===== src/rtl/pic_pkg.sv =====
// Shared defaults and trigger-mode encoding for the interrupt request bank.
package pic_pkg;

    localparam int DEF_NUM_IRQ     = 8;
    localparam int DEF_SYNC_STAGES = 2;

    // Encoding of each trig_level bit.
    localparam logic TRIG_EDGE  = 1'b0;
    localparam logic TRIG_LEVEL = 1'b1;

endpackage


===== src/rtl/irq_sync.sv =====
// One request channel: multi-flop synchronizer followed by a rising-edge detector.
module irq_sync
    import pic_pkg::*;
#(
    parameter int SYNC_STAGES = DEF_SYNC_STAGES
) (
    input  logic clk,
    input  logic rst_n,
    input  logic async_i,
    output logic sync_o,
    output logic rise_o
);

    logic [SYNC_STAGES-1:0] sync_q;
    logic                   hist_q;

    // History always tracks the synced level, so a mode switch never sees a stale value.
    always_ff @(posedge clk or negedge rst_n) begin
        if (!rst_n) begin
            sync_q <= '0;
            hist_q <= 1'b0;
        end else begin
            sync_q <= {sync_q[SYNC_STAGES-2:0], async_i};
            hist_q <= sync_q[SYNC_STAGES-1];
        end
    end

    assign sync_o = sync_q[SYNC_STAGES-1];
    assign rise_o = sync_o & ~hist_q;

endmodule


===== src/rtl/irq_request_bank.sv =====
// Interrupt request register bank: per-channel edge/level capture, masking,
// acknowledge, sticky overrun flags and a rotating-priority top-request index.
module irq_request_bank
    import pic_pkg::*;
#(
    parameter int NUM_IRQ     = DEF_NUM_IRQ,
    parameter int SYNC_STAGES = DEF_SYNC_STAGES,
    parameter int IDX_W       = $clog2(NUM_IRQ)
) (
    input  logic               clk,
    input  logic               rst_n,
    input  logic [NUM_IRQ-1:0] irq_in,
    input  logic [NUM_IRQ-1:0] trig_level,
    input  logic [NUM_IRQ-1:0] imr,
    input  logic               clr_valid,
    input  logic [IDX_W-1:0]   clr_idx,
    input  logic [IDX_W-1:0]   rot_base,
    input  logic [NUM_IRQ-1:0] ovr_clr,
    output logic [NUM_IRQ-1:0] irr,
    output logic [NUM_IRQ-1:0] ovr,
    output logic               int_req,
    output logic [IDX_W-1:0]   top_idx
);

    logic [NUM_IRQ-1:0] s;
    logic [NUM_IRQ-1:0] rise;
    logic [NUM_IRQ-1:0] edge_set;
    logic [NUM_IRQ-1:0] clr_hit;
    logic [NUM_IRQ-1:0] irr_d, irr_q;
    logic [NUM_IRQ-1:0] ovr_d, ovr_q;
    logic [NUM_IRQ-1:0] trig_prev_q;
    logic               int_req_d, int_req_q;
    logic [IDX_W-1:0]   top_idx_d, top_idx_q;

    for (genvar g = 0; g < NUM_IRQ; g++) begin : g_chan
        irq_sync #(
            .SYNC_STAGES(SYNC_STAGES)
        ) u_sync (
            .clk    (clk),
            .rst_n  (rst_n),
            .async_i(irq_in[g]),
            .sync_o (s[g]),
            .rise_o (rise[g])
        );
    end

    // Scan upward from the base, wrapping; an out-of-range base starts at channel 0.
    function automatic logic [IDX_W-1:0] find_top(input logic [NUM_IRQ-1:0] req,
                                                  input logic [IDX_W-1:0]   base);
        int               first;
        int               idx;
        logic             found;
        logic [IDX_W-1:0] res;
        first = (int'(base) >= NUM_IRQ) ? 0 : int'(base);
        found = 1'b0;
        res   = '0;
        for (int k = 0; k < NUM_IRQ; k++) begin
            idx = first + k;
            if (idx >= NUM_IRQ) begin
                idx = idx - NUM_IRQ;
            end
            if (!found && req[idx]) begin
                found = 1'b1;
                res   = IDX_W'(idx);
            end
        end
        return res;
    endfunction

    assign edge_set = rise & ~imr;

    // An index beyond the last channel matches nothing.
    always_comb begin
        clr_hit = '0;
        for (int i = 0; i < NUM_IRQ; i++) begin
            clr_hit[i] = clr_valid && (int'(clr_idx) == i);
        end
    end

    always_comb begin
        irr_d = irr_q;
        ovr_d = ovr_q & ~ovr_clr;
        for (int i = 0; i < NUM_IRQ; i++) begin
            if (trig_level[i] == TRIG_LEVEL) begin
                irr_d[i] = s[i] & ~imr[i] & ~clr_hit[i];
            end else if (trig_prev_q[i] == TRIG_LEVEL) begin
                irr_d[i] = 1'b0;
            end else begin
                // A new edge beats a same-cycle clear; an edge on an uncleared bit is an overrun.
                irr_d[i] = edge_set[i] | (irr_q[i] & ~clr_hit[i]);
                if (edge_set[i] && irr_q[i] && !clr_hit[i]) begin
                    ovr_d[i] = 1'b1;
                end
            end
        end
    end

    assign int_req_d = |irr_d;
    assign top_idx_d = find_top(irr_d, rot_base);

    always_ff @(posedge clk or negedge rst_n) begin
        if (!rst_n) begin
            irr_q       <= '0;
            ovr_q       <= '0;
            trig_prev_q <= {NUM_IRQ{TRIG_EDGE}};
            int_req_q   <= 1'b0;
            top_idx_q   <= '0;
        end else begin
            irr_q       <= irr_d;
            ovr_q       <= ovr_d;
            trig_prev_q <= trig_level;
            int_req_q   <= int_req_d;
            top_idx_q   <= top_idx_d;
        end
    end

    assign irr     = irr_q;
    assign ovr     = ovr_q;
    assign int_req = int_req_q;
    assign top_idx = top_idx_q;

endmodule


===== config.mk =====
export PLATFORM = sky130hd
export DESIGN_NAME = irq_request_bank
export DESIGN_NICKNAME = d
export VERILOG_FILES = /design/src/rtl/pic_pkg.sv /design/src/rtl/irq_sync.sv /design/src/rtl/irq_request_bank.sv
export SDC_FILE = /design/constraint.sdc
export NUM_CORES = 1
export LEC_CHECK = 0
export CAP_MARGIN = 0
export CORE_MARGIN = 5
export CORE_UTILIZATION = 45
export CTS_CLUSTER_SIZE = 16
export DETAILED_ROUTE_END_ITERATION = 6
export PLACE_DENSITY = 0.74
export RECOVER_POWER = 25
export SYNTH_ARGS = -nofsm -noshare
export SYNTH_HDL_FRONTEND = slang
export SYNTH_SLANG_ARGS = --single-unit

===== constraint.sdc =====
create_clock -name clk -period 2.3 [get_ports clk]
set_input_delay 0.23 -clock clk [delete_from_list [all_inputs] [get_ports clk]]
set_output_delay 0.23 -clock clk [all_outputs]
set_load 0.02 [all_outputs]

==> flow_metrics.env <==
export IMPL_p_leak_nw=2.23
export IMPL_yosysMostFrequentCell="dfrtp_1"
export IMPL_grt_pass1_wl_um=16400
export IMPL_path_max_fanout=4
export IMPL_start_util_pct=45.7
export IMPL_power_mw=2.49
export IMPL_firstDrtPassIters=4
export IMPL_antenna_found_initial=0
export IMPL_drv_cap=0
export IMPL_max_freq_mhz=389
export IMPL_ys_top_cells_by_count="dfrtp_1 (52), nand2_1 (21), inv_1 (18), nor2_1 (17), o21ai_0 (16)"
export IMPL_clockBufferDepth=2
export IMPL_ios=61
export IMPL_top_usage_layer="met2"
export IMPL_ys_seq_area_share_pct=42.4
export IMPL_outcome="finished, violations left"
export IMPL_diodes=0
export IMPL_cpPeakStageDelay_ns=0.77
export IMPL_drive_above_1_share_pct=41.9
export IMPL_finalHoldViolCount=0
export IMPL_cp_arrival_ns=2.77
export IMPL_synth_top_area_share_pct=42.4
export IMPL_grt_util_met3_pct=3.09
export IMPL_power_per_cell_area_mw_per_mm2=491
export IMPL_start_kind="register"
export IMPL_grt_pass1_vias=3411
export IMPL_clk_pin_slew_ns=0.10
export IMPL_synth_ff_type="dfrtp_1"
export IMPL_ys_ff_latch=52
export IMPL_grtUsageMet2_pct=41.3
export IMPL_setup_ws_ns=-0.274
export IMPL_area_delta_synth_final_pct=65.5
export IMPL_coreArea_mm2=0.00672
export IMPL_post_drt_wl_per_cell_um=17.9
export IMPL_die_w_um=92.6
export IMPL_fillers=456
export IMPL_syn_avg_cell_area_um2=9.85
export IMPL_grt_max_degree=29
export IMPL_viasPerCell=5.71
export IMPL_tightestPinTransition_ns=0.578
export IMPL_dp_cells=554
export IMPL_hold_path_class="primary input to register"
export IMPL_violations="negative setup slack"
export IMPL_cp_end_kind="register"
export IMPL_cts_sinks=52
export IMPL_slew_viol_final=0
export IMPL_track_usage_pct=23.8
export IMPL_dpl_cell_area_mm2=0.00460
export IMPL_drt_wl_total_um=10300
export IMPL_slowest_stage="or4_2"
export IMPL_syn_area_mm2=0.00307
export IMPL_rsz0062_at_grt="yes"
export IMPL_tns_ns=-0.775
export IMPL_yosys_area_top_type="dfrtp_1"
export IMPL_post_route_period_util_pct=112
export IMPL_first_iter_violations=172
export IMPL_rows=30
export IMPL_max_slew_margin_pct=61.4
export IMPL_finalHoldWorstSlack_ns=0.0850
export IMPL_overflow=0
export IMPL_fin_skew_ns=0.00644
export IMPL_synth_cells=312
export IMPL_port_buffers=60
export IMPL_dieArea_mm2=0.00858
export IMPL_final_nets=536
export IMPL_hpwlAfterDp_um=7670
export IMPL_cts_tree="built"
export IMPL_yosys_top_cells_area="dfrtp_1 (42%), o21ai_0 (2.6%), nand2_1 (2.6%), a21oi_1 (2.4%), inv_1 (2.2%)"
export IMPL_use_met1_pct=30.5
export IMPL_cts_root_buf="clkbuf_8"
export IMPL_routed_via_count=3276
export IMPL_crit_required_ns=2.50
export IMPL_remaining_drc_errors=0
export IMPL_ys_async_sr_fraction_pct=100
export IMPL_synth_edf_count=0
export IMPL_cts_buffers=5
export IMPL_insertion_delay_ns=0.31
export IMPL_worstPathCellList="or4_2 -> nand2_2 -> mux4_2 -> buf_6 -> nor2_2 -> a31o_4 -> and2_1 -> a311o_1"
export IMPL_syn_nets=355
export IMPL_final_area_mm2=0.00508
export IMPL_cts_max_level=2
export IMPL_gp_congestion=0.953
export IMPL_finalCriticalPeriod_ns=2.57
export IMPL_ir_worst_vdd_mv=0.335
export IMPL_drtAntennaViolNets=0
export IMPL_final_cells=574
export IMPL_die_y_um=92.6
export IMPL_critical_path_class="register to register"
export IMPL_setup_viol=3
export IMPL_synth_cell_types=79
export IMPL_ys_warn_count=0
## layout make-up
| cell class | instances | area (µm²) | area share, % |
|---|---|---|---|
| sequential | 52 | 1300 | 25.6 |
| tap | 80 | 100 | 1.97 |
| multi-input combinational | 229 | 1940 | 38.1 |
| clock buffer | 6 | 82.6 | 1.62 |
| clock inverter | 2 | 13.8 | 0.271 |
| inverter | 19 | 71.3 | 1.40 |
| timing repair buffer | 186 | 1580 | 31.0 |
## layer usage
layer  up-vias  wire length (µm)
li1       1558                 -
met1      1596              4350
met2       106              5250
met3        16               482
met4         0               191
met5         -                 0
## per-stage QoR
stage	utilization (%)	setup slack [ns]
after floorplan	-	-0.161
after global placement	68.5	-0.789
after detailed placement	68.5	-0.808
after CTS	74.3	-0.282
after global routing	75.7	-0.385
final	75.7	-0.274
## worst paths after layout
check	startpoint	cells after the start	endpoint	slack, ns
max	trig_prev_q[6]	8	top_idx[1]	-0.27
min	trig_level[5]	1	trig_prev_q[5]	0.08
max reg2reg	trig_prev_q[6]	8	top_idx[1]	-0.27
min reg2reg	g_chan[4].u_sync.sync_q[0]	0	g_chan[4].u_sync.sync_q[1]	0.36
max in group asynchronous	rst_n	3	top_idx[2]	1.18
min in group asynchronous	rst_n	2	g_chan[7].u_sync.sync_q[0]	0.44
## sequential cells by signal (all words and copies together) (netlist names)
name,flops
irr,8
g_chan.u_sync.hist_q,8
ovr,8
trig_prev_q,8
g_chan.u_sync.sync_q,16
top_idx,3
int_req,1
## placed cells by master, fill, tap and decap left out, types with 4 or more instances in the layout
cell type / Yosys / final
dfrtp_1: 52 / 51
buf_4: 0 / 115
dlygate4sd3_1: 0 / 10
a21oi_1: 15 / 11
inv_1: 18 / 16
nand3_1: 9 / 9
dlymetal6s2s_1: 0 / 5
nor3_1: 8 / 4
nor4_1: 8 / 4
o32ai_1: 5 / 5
clkdlybuf4s50_1: 0 / 43
nor4_4: 0 / 4
o21ai_0: 16 / 12
nor3_2: 0 / 4
nand3b_1: 4 / 4
nor2_1: 17 / 15
a21o_1: 4 / 4
nand4b_1: 4 / 4
nand2_1: 21 / 20
buf_6: 0 / 5
or3b_4: 0 / 6
clkbuf_8: 4 / 6
o22ai_1: 8 / 7
## critical path: cells and delay by family (launching register included)
family	cells	cell delay, ns
mux	1	0.34
compound gates	2	0.48
simple gates	4	1.10
buf+inv	1	0.12
flops	1	0.42
## timing repair
| item | in CTS | in global routing |
|---|---|---|
| buffers inserted | 8 | 3 |
| hold endpoints to repair | 26 | 0 |
| gates resized for setup | 45 | 23 |
| endpoints found under the setup margin | 3 | 3 |
| pin swaps | 21 | 21 |
| hold buffers | 1 | 0 |
## report_power, final
part | internal (mW) | switching, mW
Sequential | 0.971 | 0.0274
Clock | 0.247 | 0.316
Combinational | 0.495 | 0.437
## logic make-up after synthesis
group	count (synthesis)	synth area share [%]
adder cells (fa/ha/maj)	2	0.815
AO/OA/AOI/OAI	95	22.4
buffers and inverters	31	5.13
AND/OR/NAND/NOR	117	23.1
XOR/XNOR	5	1.43
flip-flops	52	42.4
multiplexers	10	4.77
Note: power is estimated with default switching activity, not from simulation.
